## src/rtl/ncdf_pkg.sv

```systemverilog
// Shared types and constants for the standard normal CDF engine.
// Coefficients are Q.16 least-squares quadratic fits of N(x) over [0.25i, 0.25i+0.25).
package ncdf_pkg;

    localparam int unsigned SEG_BITS  = 4;
    localparam int unsigned SEG_NUM   = 1 << SEG_BITS;
    localparam int unsigned COEF_W    = 32;
    localparam int unsigned COEF_FRAC = 16;
    localparam logic [31:0] SAT_LIMIT = 32'(4 << COEF_FRAC);

    typedef enum logic [2:0] {
        IDLE,
        SEG,
        H1,
        H2,
        FIX
    } state_t;

    typedef logic signed [COEF_W-1:0] coef_word_t;

    typedef struct packed {
        coef_word_t c2;
        coef_word_t c1;
        coef_word_t c0;
    } coef_t;

    // p(t) = c2*t^2 + c1*t + c0, with t the offset inside the segment
    localparam coef_word_t C2_TAB [SEG_NUM] = '{
        -1621, -4569, -6721, -7800, -7811, -6984, -5673, -4226,
        -2905, -1850, -1094,  -603,  -309,  -148,   -66,   -28
    };
    localparam coef_word_t C1_TAB [SEG_NUM] = '{
        26307, 25480, 23166, 19773, 15844, 11919,  8418,  5582,
         3475,  2032,  1115,   575,   278,   126,    54,    22
    };
    localparam coef_word_t C0_TAB [SEG_NUM] = '{
        32765, 39234, 45314, 50683, 55139, 58613, 61159, 62912,
        64046, 64736, 65130, 65341, 65448, 65498, 65521, 65530
    };

endpackage

```

## src/rtl/ncdf_coef_rom.sv

```systemverilog
// Combinational coefficient lookup for one 0.25-wide segment of |d|.
module ncdf_coef_rom
    import ncdf_pkg::*;
(
    input  logic [SEG_BITS-1:0] idx,
    output coef_t               coef_c
);

    always_comb begin
        coef_c.c2 = C2_TAB[idx];
        coef_c.c1 = C1_TAB[idx];
        coef_c.c0 = C0_TAB[idx];
    end

endmodule

```

## src/rtl/ncdf_engine.sv

```systemverilog
// Standard normal CDF engine: start/done responder, fixed 4-cycle latency,
// piecewise-quadratic Horner evaluation on one shared multiplier.
module ncdf_engine
    import ncdf_pkg::*;
#(
    parameter int unsigned WIDTH = 32,
    parameter int unsigned FRAC  = 16
) (
    input  logic                    clk,
    input  logic                    reset,
    input  logic                    start,
    input  logic signed [WIDTH-1:0] d,
    output logic signed [WIDTH-1:0] N,
    output logic                    done,
    output logic                    busy
);

    localparam int unsigned PW = 2 * WIDTH;
    localparam logic signed [WIDTH-1:0] ONE     = WIDTH'(1 << FRAC);
    localparam logic signed [WIDTH-1:0] MAX_POS = {1'b0, {(WIDTH-1){1'b1}}};
    localparam logic signed [WIDTH-1:0] MIN_NEG = {1'b1, {(WIDTH-1){1'b0}}};

    state_t state, state_nxt;
    logic   done_nxt, busy_nxt;

    logic signed [WIDTH-1:0] d_r, t_r, acc_r;
    logic signed [WIDTH-1:0] c2_r, c1_r, c0_r;
    logic                    neg_r, sat_r;

    logic [WIDTH-1:0]        mag_c;
    logic                    sat_c;
    logic [SEG_BITS-1:0]     idx_c;
    coef_t                   coef_c;
    logic signed [WIDTH-1:0] mul_a_c, add_c, mac_c, p_c, clamp_c;
    logic signed [PW-1:0]    prod_c, shf_c, sum_c;

    // |d| with the most negative input pinned to the largest positive value
    always_comb begin
        if (d_r == MIN_NEG)
            mag_c = MAX_POS;
        else if (d_r[WIDTH-1])
            mag_c = -d_r;
        else
            mag_c = d_r;
        sat_c = (mag_c >= WIDTH'(SAT_LIMIT));
        idx_c = mag_c[FRAC+1:FRAC-2];
    end

    ncdf_coef_rom u_rom (
        .idx    (idx_c),
        .coef_c (coef_c)
    );

    // Shared multiply-add: H1 folds c2 into c1, H2 folds acc into c0
    always_comb begin
        mul_a_c = (state == H1) ? c2_r : acc_r;
        add_c   = (state == H1) ? c1_r : c0_r;
        prod_c  = PW'(mul_a_c) * PW'(t_r);
        shf_c   = prod_c >>> FRAC;
        sum_c   = shf_c + PW'(add_c);
        if (sum_c > PW'(MAX_POS))
            mac_c = MAX_POS;
        else if (sum_c < PW'(MIN_NEG))
            mac_c = MIN_NEG;
        else
            mac_c = WIDTH'(sum_c);
    end

    always_comb begin
        p_c = sat_r ? ONE : acc_r;
        if (p_c < 0)
            clamp_c = '0;
        else if (p_c > ONE)
            clamp_c = ONE;
        else
            clamp_c = p_c;
    end

    always_ff @(posedge clk or posedge reset) begin
        if (reset) begin
            state <= IDLE;
            done  <= 1'b0;
            busy  <= 1'b0;
        end else begin
            state <= state_nxt;
            done  <= done_nxt;
            busy  <= busy_nxt;
        end
    end

    always_comb begin
        state_nxt = state;
        done_nxt  = 1'b0;
        busy_nxt  = 1'b0;
        case (state)
            IDLE: if (start) state_nxt = SEG;
            SEG: begin
                state_nxt = H1;
                busy_nxt  = 1'b1;
            end
            H1: begin
                state_nxt = H2;
                busy_nxt  = 1'b1;
            end
            H2: begin
                state_nxt = FIX;
                busy_nxt  = 1'b1;
            end
            FIX: begin
                state_nxt = IDLE;
                busy_nxt  = 1'b1;
                done_nxt  = 1'b1;
            end
            default: state_nxt = IDLE;
        endcase
    end

    always_ff @(posedge clk or posedge reset) begin
        if (reset) begin
            d_r   <= '0;
            t_r   <= '0;
            acc_r <= '0;
            c2_r  <= '0;
            c1_r  <= '0;
            c0_r  <= '0;
            neg_r <= 1'b0;
            sat_r <= 1'b0;
            N     <= '0;
        end else begin
            case (state)
                IDLE: d_r <= d;
                SEG: begin
                    neg_r <= d_r[WIDTH-1];
                    sat_r <= sat_c;
                    t_r   <= WIDTH'(mag_c[FRAC-3:0]);
                    if (!sat_c) begin
                        c2_r <= WIDTH'(coef_c.c2);
                        c1_r <= WIDTH'(coef_c.c1);
                        c0_r <= WIDTH'(coef_c.c0);
                    end
                end
                H1, H2: acc_r <= mac_c;
                FIX: N <= neg_r ? (ONE - clamp_c) : clamp_c;
                default: ;
            endcase
        end
    end

endmodule

```

## config.mk

```make
export PLATFORM = sky130hd
export DESIGN_NAME = ncdf_engine
export DESIGN_NICKNAME = d
export VERILOG_FILES = /design/src/rtl/ncdf_pkg.sv /design/src/rtl/ncdf_coef_rom.sv /design/src/rtl/ncdf_engine.sv
export SDC_FILE = /design/constraint.sdc
export NUM_CORES = 2
export LEC_CHECK = 0
export BUFFER_PORTS_ARGS = -buffer_cell sky130_fd_sc_hd__buf_2
export CORE_UTILIZATION = 60
export DETAILED_ROUTE_END_ITERATION = 12
export PLACE_DENSITY = 0.77
export SYNTH_ARGS = -nofsm -noshare
export SYNTH_HDL_FRONTEND = slang
export SYNTH_SLANG_ARGS = --single-unit
```

## constraint.sdc

```tcl
create_clock -name clk -period 19.8 [get_ports clk]
set_input_delay 1.98 -clock clk [delete_from_list [all_inputs] [get_ports clk]]
set_output_delay 1.98 -clock clk [all_outputs]
set_load 0.01 [all_outputs]
```

==> metrics <==
aggregate global-route resource usage around 32%; maximum count of clock buffers along a single path 2; Post-CTS Setup Inserts 0; fin crit share 54.5%; Max Cap Violations 0; TritonCTS Buffers 17; # H-tree levels 4; Die Span X 207 um; cell count after synthesis about 2900; largest stage delay on the critical path 0.63 ns; fillers 3414; critical setup path kind reg2reg; critical path fanouts, max 48; slew of the pin with the lowest slew margin around 1.1 ns; final cell utilization of the core 64.2%; worst path required time approximately 20 ns; layout-stage area growth over the synthesis result 4.61%; total number of yosys warnings 0; antenna-violating nets left 0; Hold Path Class reg2reg; sum of negative setup slack 0 ns; Max Freq 92.7 MHz; Hold Crit Start N[4]; Worst Setup SP state[2]; outcome finished, final reports clean; Total Die Area 43000 um2; nature of the critical path endpoint register; Seq/Total Area, Yosys approximately 16%; time the worst path needs with I/O delays and setup approximately 11 ns; number of buffers added to fix hold violations after cts 0; row count 74; DRC violation total after the first TritonRoute iteration 1587; Final Hold Vio Count 0; setup repair after global routing missed its margin false; post-route cell area 26500 um2; Post-synth ARST share 100%; vias in the first global route 20800; die extent in y 207 um; total wirelength of the detailed-routed design 66200 um; diode insertion count for antenna repair 0; final clock skew 0.0186 ns; Clk Tree Root Cell clkbuf_16; share of post-route cells with drive strength above 1 7.17%; kind of start point of the critical path register; count of unique library cells instantiated by Yosys 87; total setup violations reported at the end of the flow 0; Placer Congestion 0.981; syn_nets 3459; max_slew headroom 29.0%; Placed Cells incl. Taps 3358; count of port buffers added during placement 68; Yosys reg bits 162; ys flop type dfrtp_1; starting density of the core 61.4%; Syn Std Cell Area 25300 um2; initial antenna violation count 2; count of nets after finishing 3421; slowest cell on the critical path nand3_2; CTS sink cnt 162; Avg Vias per Cell 5.91; first-pass GRT wire length 110000 um; HPWL Detailed 50600 um; Core ar. 41200 um2; instance area at placement approximately 26000 um2; max-slew violations 0; Clock Latency Late Sink around 0.45 ns; most common cell after layout, fill and taps aside inv_1; TritonCTS clock tree done; post-detailed-route DRC marker count 0; Critical Path AT 11.14 ns; number of flops mapped to enable cells by yosys 0; total I/O pin count 69; vias after detailed routing 20000; Pre-antenna DRT Iters 6; reg-to-reg startpoint state[2]; clock transition at the registers of the reported paths 0.07 ns; maximum number of pins on one net before global-route repair 91; Finished Layout Cells ~3400; routed length per placed instance approximately 20 um; GRT Residual Overflow 0; Avg Inst Size Synth 8.78 um2; most used cells in the layout excluding fill and tap cells inv_1 (475), nand2_1 (452), fa_1 (410), and2_1 (261), dfrtp_1 (160); number of resized instances in the post-cts repair step 0
-- sequential cells by signal, indices dropped and copies added, names as in the netlist --
signal,cells
done,1
c0_r,16
t_r,14
acc_r,32
busy,1
neg_r,1
d_r,32
N,32
c1_r,15
state,3
sat_r,1
c2_r,14
-- kinds of logic (layout without fill, tap and decap cells) --
| group | count (synthesis) | count (layout) | synth area share (%) |
|---|---|---|---|
| flops | 162 | 162 | 16.0 |
| fa+ha+maj | 541 | 541 | 38.9 |
| xor+xnor | 93 | 93 | 3.25 |
| buf+inv | 626 | 601 | 9.57 |
| compound gates | 425 | 425 | 11.1 |
| mux | 42 | 42 | 1.90 |
| simple gates | 994 | 994 | 19.2 |
-- cells in the mapped netlist, types with 19 or more instances --
library cell | instances | area [um2]
ha_1 | 131 | 1640
dfrtp_1 | 162 | 4050
nor3_1 | 31 | 155
nand2_1 | 452 | 1700
clkbuf_1 | 125 | 469
a21o_1 | 47 | 353
o211ai_2 | 19 | 238
o21ai_0 | 104 | 521
and2_1 | 261 | 1630
a31oi_1 | 22 | 138
xnor2_1 | 47 | 412
xor2_1 | 45 | 394
fa_1 | 410 | 8210
nor2_1 | 113 | 424
inv_1 | 476 | 1790
a21oi_1 | 97 | 485
nand3_1 | 20 | 100
nand4_1 | 23 | 144
mux2_2 | 38 | 428
-- through the flow --
| stage | setup slack, ns | hold WS [ns] |
|---|---|---|
| after CTS | 9.13 | 0.477 |
| after global placement | 9.40 | 0.455 |
| after detailed placement | 9.14 | 0.462 |
| final | 9.01 | 0.471 |
| after floorplan | 10.65 | 0.415 |
| after global routing | 8.34 | 0.493 |
-- worst paths after layout --
kind,cells after the start,slack (ns),to
max,37,9.01,acc_r[28]
min,2,0.47,N[4]
max reg2reg,37,9.01,acc_r[28]
min reg2reg,2,0.47,N[4]
max in group asynchronous,3,16.70,N[1]
min in group asynchronous,2,1.68,d_r[14]
-- critical path, delay by kind of cell, from the launching register on --
family                   cells  cell delay [ns]
AO/OA/AOI/OAI                9             2.21
XOR/XNOR                     1             0.19
adder cells (fa/ha/maj)      8             3.82
buffers and inverters        7             0.63
flip-flops                   1             0.50
AND/OR/NAND/NOR             12             3.29
-- metal layers --
| metal | wire length (um) | global-route usage [%] | vias to the layer above |
|---|---|---|---|
| li1 | - | - | 9008 |
| met1 | 27500 | 45.0 | 10100 |
| met2 | 32100 | 53.0 | 776 |
| met3 | 4290 | 4.22 | 151 |
| met4 | 2240 | 11.0 | 0 |
| met5 | 0 | 0 | - |
-- layout make-up --
type                    instances  area [um2]  area share [%]
repair buffers                 92         520            1.97
clock inverters                11         128           0.482
flip-flops and latches        162        4060            15.3
well taps                     532         666            2.52
clock buffers                  21         460            1.74
multi-input cells            2095       18800            71.2
inverters                     477        1800            6.78
Power is left out: the tool's default activity adds up to more than one toggle a clock period on the data nets, which glitch-free logic cannot reach.
